**src/rtl/remote_comm.sv**
```systemverilog
// Host-side command sender: ships a 16-bit command as two UART bytes (high first),
// then waits for a one-byte reply. Optional response timeout under RESP_TIMEOUT_EN.
module uart #(
  parameter int BAUD_DIV = 2604
) (
  input  logic       clk,
  input  logic       rst_n,
  input  logic       RX,
  input  logic       trmt,
  input  logic [7:0] tx_data,
  input  logic       clr_rdy,
  output logic       TX,
  output logic       tx_done,
  output logic       rdy,
  output logic [7:0] rx_data
);
  localparam int BW = $clog2(BAUD_DIV + 1);

  logic [9:0]    tx_sh_q;
  logic [BW-1:0] tx_baud_q;
  logic [3:0]    tx_bit_q;
  logic          tx_busy_q, tx_done_q;

  // Shift register refills with ones, so the line rests high between frames.
  always_ff @(posedge clk or negedge rst_n) begin
    if (!rst_n) begin
      tx_sh_q   <= '1;
      tx_baud_q <= '0;
      tx_bit_q  <= '0;
      tx_busy_q <= 1'b0;
      tx_done_q <= 1'b0;
    end else if (trmt) begin
      tx_sh_q   <= {1'b1, tx_data, 1'b0};
      tx_baud_q <= '0;
      tx_bit_q  <= '0;
      tx_busy_q <= 1'b1;
      tx_done_q <= 1'b0;
    end else if (tx_busy_q) begin
      if (tx_baud_q == BW'(BAUD_DIV - 1)) begin
        tx_baud_q <= '0;
        tx_sh_q   <= {1'b1, tx_sh_q[9:1]};
        tx_bit_q  <= tx_bit_q + 4'd1;
        if (tx_bit_q == 4'd9) begin
          tx_busy_q <= 1'b0;
          tx_done_q <= 1'b1;
        end
      end else begin
        tx_baud_q <= tx_baud_q + BW'(1);
      end
    end
  end

  assign TX      = tx_sh_q[0];
  assign tx_done = tx_done_q;

  logic          rx_meta_q, rx_sync_q, rx_busy_q, rdy_q;
  logic [BW-1:0] rx_cnt_q;
  logic [3:0]    rx_bit_q;
  logic [7:0]    rx_sh_q, rx_data_q;

  // Bit 0 is the start bit (re-checked mid-bit to reject glitches), 9 is the stop bit.
  always_ff @(posedge clk or negedge rst_n) begin
    if (!rst_n) begin
      rx_meta_q <= 1'b1;
      rx_sync_q <= 1'b1;
      rx_busy_q <= 1'b0;
      rx_cnt_q  <= '0;
      rx_bit_q  <= '0;
      rx_sh_q   <= '0;
      rx_data_q <= '0;
      rdy_q     <= 1'b0;
    end else begin
      rx_meta_q <= RX;
      rx_sync_q <= rx_meta_q;
      if (clr_rdy) rdy_q <= 1'b0;
      if (!rx_busy_q && !rx_sync_q) begin
        rx_busy_q <= 1'b1;
        rx_cnt_q  <= BW'(BAUD_DIV / 2);
        rx_bit_q  <= '0;
      end else if (rx_busy_q) begin
        if (rx_cnt_q != '0) begin
          rx_cnt_q <= rx_cnt_q - BW'(1);
        end else begin
          rx_cnt_q <= BW'(BAUD_DIV - 1);
          if (rx_bit_q == 4'd0 && rx_sync_q) begin
            rx_busy_q <= 1'b0;
          end else if (rx_bit_q == 4'd9) begin
            rx_busy_q <= 1'b0;
            rx_data_q <= rx_sh_q;
            rdy_q     <= 1'b1;
          end else begin
            if (rx_bit_q != 4'd0) rx_sh_q <= {rx_sync_q, rx_sh_q[7:1]};
            rx_bit_q <= rx_bit_q + 4'd1;
          end
        end
      end
    end
  end

  assign rdy     = rdy_q;
  assign rx_data = rx_data_q;
endmodule

module remote_comm #(
  parameter int BAUD_DIV       = 2604,
  parameter int TIMEOUT_CYCLES = 2**20
) (
  input  logic        clk,
  input  logic        rst_n,
  input  logic        snd_cmd,
  input  logic [15:0] cmd,
  input  logic        RX,
  output logic        TX,
  output logic        busy,
  output logic        cmd_snt,
  output logic [7:0]  resp,
  output logic        resp_rdy
`ifdef RESP_TIMEOUT_EN
  ,output logic       resp_timeout
`endif
);
  typedef enum logic [1:0] {IDLE, TX_HIGH, TX_LOW, WAIT_RESP} state_t;

  state_t      state_q, state_d;
  logic [15:0] hold_q;
  logic        cmd_snt_q, resp_rdy_q;
  logic [7:0]  resp_q;
  logic        trmt, tx_done, rdy, clr_rdy;
  logic [7:0]  tx_data, rx_data;
  logic        accept, snt_set, capture, expire;

  uart #(.BAUD_DIV(BAUD_DIV)) u_uart (
    .clk(clk), .rst_n(rst_n), .RX(RX), .trmt(trmt), .tx_data(tx_data),
    .clr_rdy(clr_rdy), .TX(TX), .tx_done(tx_done), .rdy(rdy), .rx_data(rx_data)
  );

`ifdef RESP_TIMEOUT_EN
  localparam int CW = $clog2(TIMEOUT_CYCLES + 1);
  logic [CW-1:0] to_cnt_q;
  logic          resp_timeout_q;

  always_ff @(posedge clk or negedge rst_n) begin
    if (!rst_n)                                        to_cnt_q <= '0;
    else if (state_q == TX_LOW && state_d == WAIT_RESP) to_cnt_q <= '0;
    else if (state_q == WAIT_RESP)                      to_cnt_q <= to_cnt_q + CW'(1);
  end

  always_ff @(posedge clk or negedge rst_n) begin
    if (!rst_n)      resp_timeout_q <= 1'b0;
    else if (accept) resp_timeout_q <= 1'b0;
    else if (expire) resp_timeout_q <= 1'b1;
  end

  assign expire       = (state_q == WAIT_RESP) && !rdy && (to_cnt_q == CW'(TIMEOUT_CYCLES - 1));
  assign resp_timeout = resp_timeout_q;
`else
  assign expire = 1'b0;
`endif

  // Any byte arriving outside WAIT_RESP is flushed so it cannot pose as the reply.
  always_comb begin
    state_d = state_q;
    trmt    = 1'b0;
    tx_data = 8'h00;
    clr_rdy = 1'b0;
    accept  = 1'b0;
    snt_set = 1'b0;
    capture = 1'b0;
    case (state_q)
      IDLE: begin
        clr_rdy = rdy;
        if (snd_cmd) begin
          accept  = 1'b1;
          trmt    = 1'b1;
          tx_data = cmd[15:8];
          clr_rdy = 1'b1;
          state_d = TX_HIGH;
        end
      end
      TX_HIGH: begin
        clr_rdy = rdy;
        if (tx_done) begin
          trmt    = 1'b1;
          tx_data = hold_q[7:0];
          state_d = TX_LOW;
        end
      end
      TX_LOW: begin
        clr_rdy = rdy;
        if (tx_done) begin
          snt_set = 1'b1;
          state_d = WAIT_RESP;
        end
      end
      WAIT_RESP: begin
        if (rdy) begin
          capture = 1'b1;
          clr_rdy = 1'b1;
          state_d = IDLE;
        end else if (expire) begin
          state_d = IDLE;
        end
      end
      default: state_d = IDLE;
    endcase
  end

  always_ff @(posedge clk or negedge rst_n) begin
    if (!rst_n) begin
      state_q    <= IDLE;
      hold_q     <= '0;
      cmd_snt_q  <= 1'b0;
      resp_rdy_q <= 1'b0;
      resp_q     <= '0;
    end else begin
      state_q <= state_d;
      if (accept) begin
        hold_q     <= cmd;
        cmd_snt_q  <= 1'b0;
        resp_rdy_q <= 1'b0;
      end
      if (snt_set) cmd_snt_q <= 1'b1;
      if (capture) begin
        resp_q     <= rx_data;
        resp_rdy_q <= 1'b1;
      end
    end
  end

  assign busy     = (state_q != IDLE);
  assign cmd_snt  = cmd_snt_q;
  assign resp     = resp_q;
  assign resp_rdy = resp_rdy_q;
endmodule

```
**config.mk**
```make
export PLATFORM = sky130hd
export DESIGN_NAME = remote_comm
export DESIGN_NICKNAME = d
export VERILOG_FILES = /design/src/rtl/remote_comm.sv
export SDC_FILE = /design/constraint.sdc
export NUM_CORES = 1
export LEC_CHECK = 0
export CAP_MARGIN = 10
export CORE_UTILIZATION = 55
export CTS_BUF_LIST = sky130_fd_sc_hd__clkbuf_8
export DETAILED_ROUTE_END_ITERATION = 8
export PLACE_DENSITY = 0.76
export REMOVE_ABC_BUFFERS = 1
export SETUP_SLACK_MARGIN = 0.02
export SLEW_MARGIN = 5
export SYNTH_ARGS = -nofsm -noshare
export SYNTH_HDL_FRONTEND = slang
export SYNTH_SLANG_ARGS = --single-unit
```
**constraint.sdc**
```tcl
create_clock -name clk -period 3.3 [get_ports clk]
set_clock_uncertainty 0.05 [all_clocks]
set_input_delay 0.495 -clock clk [delete_from_list [all_inputs] [get_ports clk]]
set_output_delay 0.495 -clock clk [all_outputs]
set_load 0.01 [all_outputs]
```
# Word level (Yosys, flattened, before mapping)
# Index checks and enable logic that the tools add are counted.
[op_classes]
n_addsub = 4
eq_ne = 13
n_mux = 56
bitwise_logic = 4
reduce_logical = 22
[ops]
columns = ["cell", "n"]
rows = [
  ["two-way mux 12 bit", 6],
  ["two-way mux 4 bit", 8],
  ["two-way mux 10 bit", 3],
  ["two-way mux 1 bit", 29],
  ["two-way mux 8 bit", 2],
  ["one-hot mux 8 bit (2 select lines)", 1],
  ["nonzero test 2 bit", 7],
  ["adder 12 x 1 -> 12 bit, second input constant", 1],
  ["== test 12 bit, second input constant", 1],
  ["!= test 2 x 1 -> 1 bit, second input constant", 6],
  ["nonzero test 12 bit", 1],
  ["subtractor 12 x 1 -> 12 bit, second input constant", 1],
  ["adder 4 x 1 -> 4 bit, second input constant", 2],
  ["== test 4 bit, second input constant", 2],
  ["two-way mux 2 bit", 4],
  ["one-hot mux 2 bit (4 select lines)", 1],
  ["AND reduction 4 bit", 2],
  ["AND reduction 6 bit", 1],
  ["AND reduction 5 bit", 1],
  ["== test 2 bit, second input constant", 2],
  ["zero test 4 bit", 1],
  ["inverter 1 bit", 4],
  ["nonzero test 4 bit", 1],
  ["one-hot mux 1 bit (3 select lines)", 1],
  ["other kinds (9)", 11],
]
[totals]
register_bits = 84
input_bits = 20
output_inout_bits = 12
elab_cells = 117

# Depth between registers and ports, before layout
# Gate-level depths: netlist of run 1.
[depth]
depth_word = 9
depth_mapped = 8
depth_no_buf = 6

# Modules after synthesis
# A second synthesis of run 1 with hierarchy kept.
[hier_totals]
cells_unflattened = 375
area_unflattened_um2 = 4155.2
[modules_own_cells]
columns = ["mod", "instances", "cells_each", "area_per_inst_um2", "seq_area_each_um2"]
rows = [
  ["uart", 1, 285, 3084.2, 1590.3],
  ["remote_comm", 1, 90, 1071.0, 500.5],
]

# Worst setup path after synthesis of run 1
# OpenSTA, ideal clock, no wires.
[synth_timing]
kind = "register to register"
start = "register u_uart.rx_cnt_q[4]"
end = "register u_uart.rx_sh_q[0]"
setup_time_ps = 125
arrival_time_ps = 1846
t_required_ps = 3125
slack_ps = 1279
path_stages_with_launch = 5
path_buffers = 0
period_less_slack_ps = 2021
cell_sequence = "dfrtp_1 nor4_4 nand4_1 nor2_2 mux2_2"
[synth_between]
elab_chain_len = 3
[synth_lines]
columns = ["element", "line_no", "text"]
rows = [
  ["from (decl)", "57", "logic [BW-1:0] rx_cnt_q;"],
  ["from (signal assigned)", "78", "rx_cnt_q <= BW'(BAUD_DIV / 2);"],
  ["from (signal assigned)", "82", "rx_cnt_q <= rx_cnt_q - BW'(1);"],
  ["from (signal assigned)", "84", "rx_cnt_q <= BW'(BAUD_DIV - 1);"],
  ["nonzero test 12 bit", "81", "if (rx_cnt_q != '0) begin"],
  ["inverter 1 bit (no line)", "--", ""],
  ["AND reduction 6 bit (no line)", "--", ""],
  ["to (signal assigned)", "92", "if (rx_bit_q != 4'd0) rx_sh_q <= {rx_sync_q, rx_sh_q[7:1]};"],
  ["to (decl)", "59", "logic [7:0] rx_sh_q, rx_data_q;"],
]
# No other way between the ends.
# A chain may end at the register's enable or synchronous reset.

# Worst setup path in the final report of run 1
[layout_timing]
start = "register state_q[0]"
end = "register u_uart.tx_sh_q[4]"
[layout_between]
elab_chain_len = 4
word_cells_on_any_way = 8
classes_between = "eq/ne: 1; mux: 3; reduce/logical: 4"
[layout_lines]
columns = ["element", "line_no", "text"]
rows = [
  ["from (decl)", "124", "state_t state_q, state_d;"],
  ["from (signal assigned)", "216", "state_q <= state_d;"],
  ["== test 2 x 1 -> 1 bit or zero test 2 bit (tied branches)", "169", "case (state_q)"],
  ["one-hot mux 1 bit (2 select lines)", "169", ""],
  ["nonzero test 2 bit (no line)", "--", ""],
  ["AND reduction 2 bit (no line)", "--", ""],
  ["to (signal assigned)", "33", "tx_sh_q <= {1'b1, tx_data, 1'b0};"],
  ["to (signal assigned)", "41", "tx_sh_q <= {1'b1, tx_sh_q[9:1]};"],
  ["to (decl)", "19", "logic [9:0] tx_sh_q;"],
]
# Parallel ways exist; a longest one is shown, timed or not.

==> impl_results.md, run 1 <==
* Status: finished clean
* DR vias/cell at 5.66
* Ant diodes at 0
* Num ports at 32
* Fin crit share at 74.5%
* Most common cell after layout, fill and taps aside: dfrtp_1
* CP Depth at 7
* Crit Reg-Reg Startpoint: state_q[0]
* Synth Flop Type: dfrtp_1
* EDFF count, synth at 0
* Unrepaired setup endpoints after global routing: no
* Max Fanout on Critical Path at 17
* Final Power at 2500 uW
* Category of the critical setup timing path: reg2reg
* Maximum VDD drop at approximately 390 uV
* # fillers at 535
* All-Layer GR Usage at 22.9%
* Switching fraction of total power at approximately a third
* Buf+Inv Stages, Crit Path at 2
* Max_slew headroom at 32.9%
* Post-CTS setup buffers at 0
* Total Wirelength at 7580 um
* Arrival time worst endpoint at 2.69 ns
* Share of the synthesized area in the top cell type at a little under half
* CP delay by family, top: simple AND/OR/NAND/NOR gates
* Post-DRT Antenna Nets at 0
* Cts repair resizes at 0
* Row count at 30
* PD cells at between 500 and 600 mW/mm^2
* Synth top area cells: dfrtp_1 46%, mux2_2 7.7%, dfstp_2 7.3%, nand2_1 5.0%, ha_1 4.1%
* Crit path max-delay cell type: nor2_1
* R2R setup slack at 0.84 ns
* Hold Vio Cnt, Final at 0
* Combinational power share at approximately a fifth
* CTS max path bufs at 2
* Synth area leader: dfrtp_1
* Sequential area share after synthesis at a little over half
* Most frequent cells in the layout: 72 x dfrtp_1, 52 x nand2_1, 30 x clkdlybuf4s50_1, 27 x mux2_2, 21 x nor2_1
* Minimum clock period after layout at about 2.5 ns
* Max-cap viol count at 0
* Die X-Extent at about 87 um
* Core area at roughly 0.0069 sq mm
* Min-delay worst type: in2async
* Root Driver: clkbuf_8
* FF-to-FF path depth at 7
* DRC viols at 0
* CP Data Required Time at roughly 3.5 ns
* CP Launch Type: flop
* Register share of total power at between 50% and 60%
* Post-DP HPWL at between 5000 and 6000 um
* Storage element area at 0.00209 sq mm
* Synthesis warning total at 0
* Fin Setup TNS at 0 ns
* Setup violators final at 0
* Unique masters post-synth at just over 50
* Clk network pwr share at 27.0%
* Pin count of the biggest net entering global routing at 84
* Cell area after synthesis at approximately 0.004 sq mm
* Final Max Tran Viols at 0
* Clock Sinks at 83
* CP peak stage delay at 0.63 ns
* Leak pwr at 0.00200 uW
* GP Congestion at about 0.82
* DRT iter0 DRCs at 140
* R2R Path End: u_uart.tx_sh_q[4]
* Via count at 2,819
* P_int at 1720 uW
* Worst-Margin Slew at 1.01 ns
* Initial antenna violation count at 0
* # port buffers at 31
* Layout cells sized above 1 at 15.9%
* Critical path launch point: state_q[0]
* WL/cell at 15.2 um
* Hold Slack at 0.245 ns
* Die Footprint at about 0.0075 sq mm
* First-pass GRT wire length at between 10,000 and 15,000 um
* Worst-Skew Late Latency at 0.36 ns
* P_sw at between 700 and 800 uW
* Seq cells post-synth at 83
* Syn_area_per_cell at 10.8 sq um
* Multi-input gate area at approximately 0.0017 sq mm
* Final net count at 430
* TritonCTS Buffers at 9
* TritonCTS clock tree: yes
* Reg clk slew, reported paths at 0.09 ns
* Max Freq at just over 0.4 GHz
* Gr ovfl total at 0
* Ys async rst share at 100%
* Critical Path Sink Type: flop
* Drt first pass iters at 4
* Initial Util at 57.3%
* Area grow syn2layout at 14.9%
* H-Tree Depth at 3
* Post-synthesis cell count at about 360
* End point of the critical path: u_uart.tx_sh_q[4]
* Post-cts hold buffer count at 0
* Vias in the first global route at around 2,900
* Worst path cell trace: inv_1 -> ha_1 -> and2_1 -> nor2_1 -> o21ai_0 -> buf_4 -> a31oi_1
* Die Ht at around 87 um
-- worst min path at each step --
stage / to
after floorplan: cmd_snt
after global placement: u_uart.rx_sync_q
after detailed placement: u_uart.rx_sync_q
after CTS: hold_q[5]
after global routing: u_uart.rx_sync_q
final: hold_q[1]
-- Yosys cell counts (all sizes together) (2+ instances only) --
library cell	n
nor2	22
nor3	14
nand4	8
nand2	52
nand2b	5
ha	13
a22o	4
o22ai	2
and4	2
dfstp	11
mux2	27
clkbuf	9
inv	16
xnor2	14
o211ai	2
a22oi	8
dfrtp	72
nor4b	3
a21oi	10
nand3	10
nor4	4
nor2b	3
o21ai	12
a31oi	10
and2	2
a221o	4
a221oi	2
mux2i	3
buf	2
xor2	2
-- area by class of cell --
class                      instances  area share [%]
sequential                        83            46.2
tap                               96            2.66
inverter                          16            1.33
clock inverter                     6            1.05
timing repair buffer              33            7.14
multi-input combinational        254            38.6
clock buffer                      10            3.04
-- per-layer routing --
| metal | GRT usage (%) | wire (um) |
|---|---|---|
| met1 | 27.8 | 3400 |
| met2 | 39.5 | 3840 |
| met3 | 6.67 | 278 |
| met4 | 6.67 | 66 |
| met5 | 0 | 0 |
-- cells by family after synthesis --
logic type      synth area share (%)
compound gates                  10.6
mux                             8.48
flops                           53.1
buf+inv                         2.61
simple gates                    17.5
fa+ha+maj                       4.13
xor+xnor                        3.56
-- power groups by stage --
| stage | Sequential [uW] | Clock [uW] | Combinational, uW |
|---|---|---|---|
| 4_1_cts | 1300 | 694 | 542 |
| 3_3_place_gp | 1310 | 0 | 514 |
| 2_1_floorplan | 1280 | 0 | 383 |
| 6_report | 1290 | 675 | 532 |
| 3_5_place_dp | 1310 | 0 | 540 |
| 5_1_grt | 1310 | 746 | 615 |
-- state kept, by name, summed over array words and instances, names as in the netlist --
| name | count |
|---|---|
| cmd_snt | 1 |
| hold_q | 8 |
| resp | 8 |
| resp_rdy | 1 |
| state_q | 2 |
| u_uart.rdy | 1 |
| u_uart.rx_bit_q | 4 |
| u_uart.rx_busy_q | 1 |
| u_uart.rx_cnt_q | 12 |
| u_uart.rx_data | 8 |
| u_uart.rx_meta_q | 1 |
| u_uart.rx_sh_q | 8 |
| u_uart.rx_sync_q | 1 |
| u_uart.tx_baud_q | 12 |
| u_uart.tx_bit_q | 4 |
| u_uart.tx_busy_q | 1 |
| u_uart.tx_done | 1 |
| u_uart.tx_sh_q | 9 |
-- per-stage QoR --
stage	util, %	worst slack [ns]	area, sq um	instances
CTS	65.8	0.811	4520	498
finish	65.8	0.842	4520	498
global placement	63.2	0.645	4340	482
global route	65.8	0.631	4520	498
detailed placement	63.2	0.543	4340	482
floorplan	-	1.04	3890	353
(Power assumes the default switching activity.)
==> inputs of run 2 (changes only) <==
Clock period 3.3 ns to 2.5 ns, I/O delays scaled along.
==> impl_results.md, run 2 (synthesis results as in run 1) <==
* Leak pwr at between 0.002 and 0.0025 uW
* P_sw at between 1000 and 1500 uW
* Max Fanout on Critical Path at 7
* Final Max Tran Viols at 0
* CP Data Required Time at 2.08 ns
* Final net count at 440
* Core area at 0.00687 sq mm
* Storage element area at 0.00209 sq mm
* PD cells at 752 mW/mm^2
* Combinational power share at roughly 22%
* Num ports at 32
* Row count at 30
* Hold Vio Cnt, Final at 0
* # port buffers at 31
* GRT met2 Usage at ~37%
* Clock Sinks at a little over 80
* Fin crit share at 90.0%
* Max_slew headroom at between 50% and 60%
* Worst-Skew Late Latency at 0.35 ns
* Area grow syn2layout at 17.7%
* Post-DP HPWL at just over 5000 um
* Vias in the first global route at 2,799
* Worst-Margin Slew at ~0.7 ns
* R2R setup slack at about 0.41 ns
* Initial Util at between 50% and 60%
* Core Util, Final at between 60 and 70%
* Die Footprint at 0.00750 sq mm
* P_int at between 2000 and 2500 uW
* Via count at approximately 2,800
* All-Layer GR Usage at 22.4%
* CP Launch Type: flop
* Clk network pwr share at between 20 and 30%
* Crit Reg-Reg Startpoint: u_uart.rx_cnt_q[0]
* Layout cells sized above 1 at 17.7%
* Reg clk slew, reported paths at approximately 0.090 ns
* Max Freq at 0.444 GHz
* Register share of total power at 49.0%
* First-pass GRT wire length at between 10,000 and 15,000 um
* Category of the critical setup timing path: reg2out
* DR vias/cell at ~5.6
* Min-delay worst type: reg2reg
* Most frequent cells in the layout: 72 x dfrtp_1, 52 x nand2_1, 30 x clkdlybuf4s50_1, 27 x mux2_2, 21 x nor2_1
* Switching fraction of total power at 31.6%
* Drt first pass iters at 4
* H-Tree Depth at 3
* Met1 GRT Util at around 29%
* Multi-input gate area at between 0.0015 and 0.002 sq mm
* Cts repair resizes at 0
* DRC viols at 0
* Largest registers: u_uart.rx_cnt_q x12, u_uart.tx_baud_q x12, u_uart.tx_sh_q x9
* Hold endpoint: u_uart.rx_sync_q
* Minimum clock period after layout at 2.25 ns
* WL/cell at approximately 15 um
* Critical Path Sink Type: output port
* GP Congestion at 0.861
* Ant diodes at 0
* Most common cell after layout, fill and taps aside: dfrtp_1
* Initial antenna violation count at 0
* Worst Min Path Start: u_uart.rx_meta_q
* Post-CTS setup buffers at 0
* Post-cts hold buffer count at 1
* FF-to-FF path depth at 6
* CTS max path bufs at 2
* DRT iter0 DRCs at between 100 and 150
* Die X-Extent at between 80 and 90 um
* R2R Path End: u_uart.rx_sh_q[4]
* TritonCTS clock tree: yes
* Post-DRT Antenna Nets at 0
* Root Driver: clkbuf_8
* Fin Setup TNS at 0 ns
* Die Ht at around 87 um
* Maximum VDD drop at 353 uV
* Status: finished clean
* # fillers at 522
* Max-cap viol count at 0
* Unrepaired setup endpoints after global routing: no
* Arrival time worst endpoint at 1.82 ns
* DP Area at between 0.004 and 0.005 sq mm
* Total Wirelength at ~7600 um
* Final Power at 3480 uW
* Met3 Use GR at about 4.0%
* Setup violators final at 0
* Hold depth at 0
* Pin count of the biggest net entering global routing at 54
* Gr ovfl total at 0
* Final Cell Area at around 0.0046 sq mm
* GRT Max-Usage Layer: met2
* TritonCTS Buffers at 9
run 2: cell types whose count changed in the layout (fill, tap and decap cells not counted), sizes merged:
| cell | delta |
|---|---|
| bufinv | +1 |
| clkbuf | -1 |
| buf | +9 |
| clkinvlp | -1 |
| dlygate4sd3 | +1 |
| inv | +2 |
| clkinv | -1 |
run 2: critical path, stage by stage, from the launching register on:
cell and delay [ns]:
dfrtp_1 0.42, inv_1 0.10, ha_1 0.29, inv_1 0.12, clkdlybuf4s50_1 0.54
run 2: how the worst max path moves through the flow:
stage,from,endpoint,slack (ns),cells after the start
after floorplan,state_q[0],u_uart.tx_sh_q[1],0.24,6
after global placement,snd_cmd,u_uart.tx_baud_q[7],0.53,6
after detailed placement,u_uart.rx_cnt_q[0],u_uart.rx_sh_q[0],0.41,6
after CTS,state_q[0],busy,0.22,4
after global routing,state_q[0],busy,0.16,4
final,state_q[0],busy,0.25,4
run 2: cell type report:
| type | instances | share of cell area [%] |
|---|---|---|
| Multi-Input combinational cell | 254 | 37.6 |
| Timing Repair Buffer | 43 | 8.91 |
| Sequential cell | 83 | 45.1 |
| Tap cell | 96 | 2.59 |
| Clock inverter | 7 | 1.81 |
| Inverter | 16 | 1.30 |
| Clock buffer | 9 | 2.67 |
run 2: routing by layer:
| metal | part of all wire, % | routed length (um) | vias up |
|---|---|---|---|
| met5 | 0 | 0 | - |
| met4 | 1.4 | 107 | 0 |
| met3 | 2.6 | 198 | 9 |
| met2 | 49 | 3710 | 43 |
| met1 | 47 | 3600 | 1393 |
| li1 | - | - | 1384 |
run 2: metrics by stage:
| step | worst slack [ns] | hold WS [ns] | cells |
|---|---|---|---|
| floorplan | 0.235 | 0.0294 | 353 |
| global placement | 0.532 | 0.284 | 491 |
| detailed placement | 0.413 | 0.283 | 491 |
| CTS | 0.223 | 0.310 | 508 |
| global route | 0.162 | 0.306 | 508 |
| finish | 0.250 | 0.308 | 508 |
run 2: power by group through the flow:
stage               combinational [uW]  clock [uW]  sequential (uW)
floorplan                          506           0             1690
global placement                   727           0             1720
detailed placement                 750           0             1730
CTS                                757        1050             1700
global route                       846        1110             1730
finish                             751        1030             1710
==> inputs of run 3 (changes only) <==
Settings changed: CTS_CLUSTER_DIAMETER set to 150.
==> results of run 3 <==
Same layout as run 2: the final DEF is identical, and so are final timing and power.
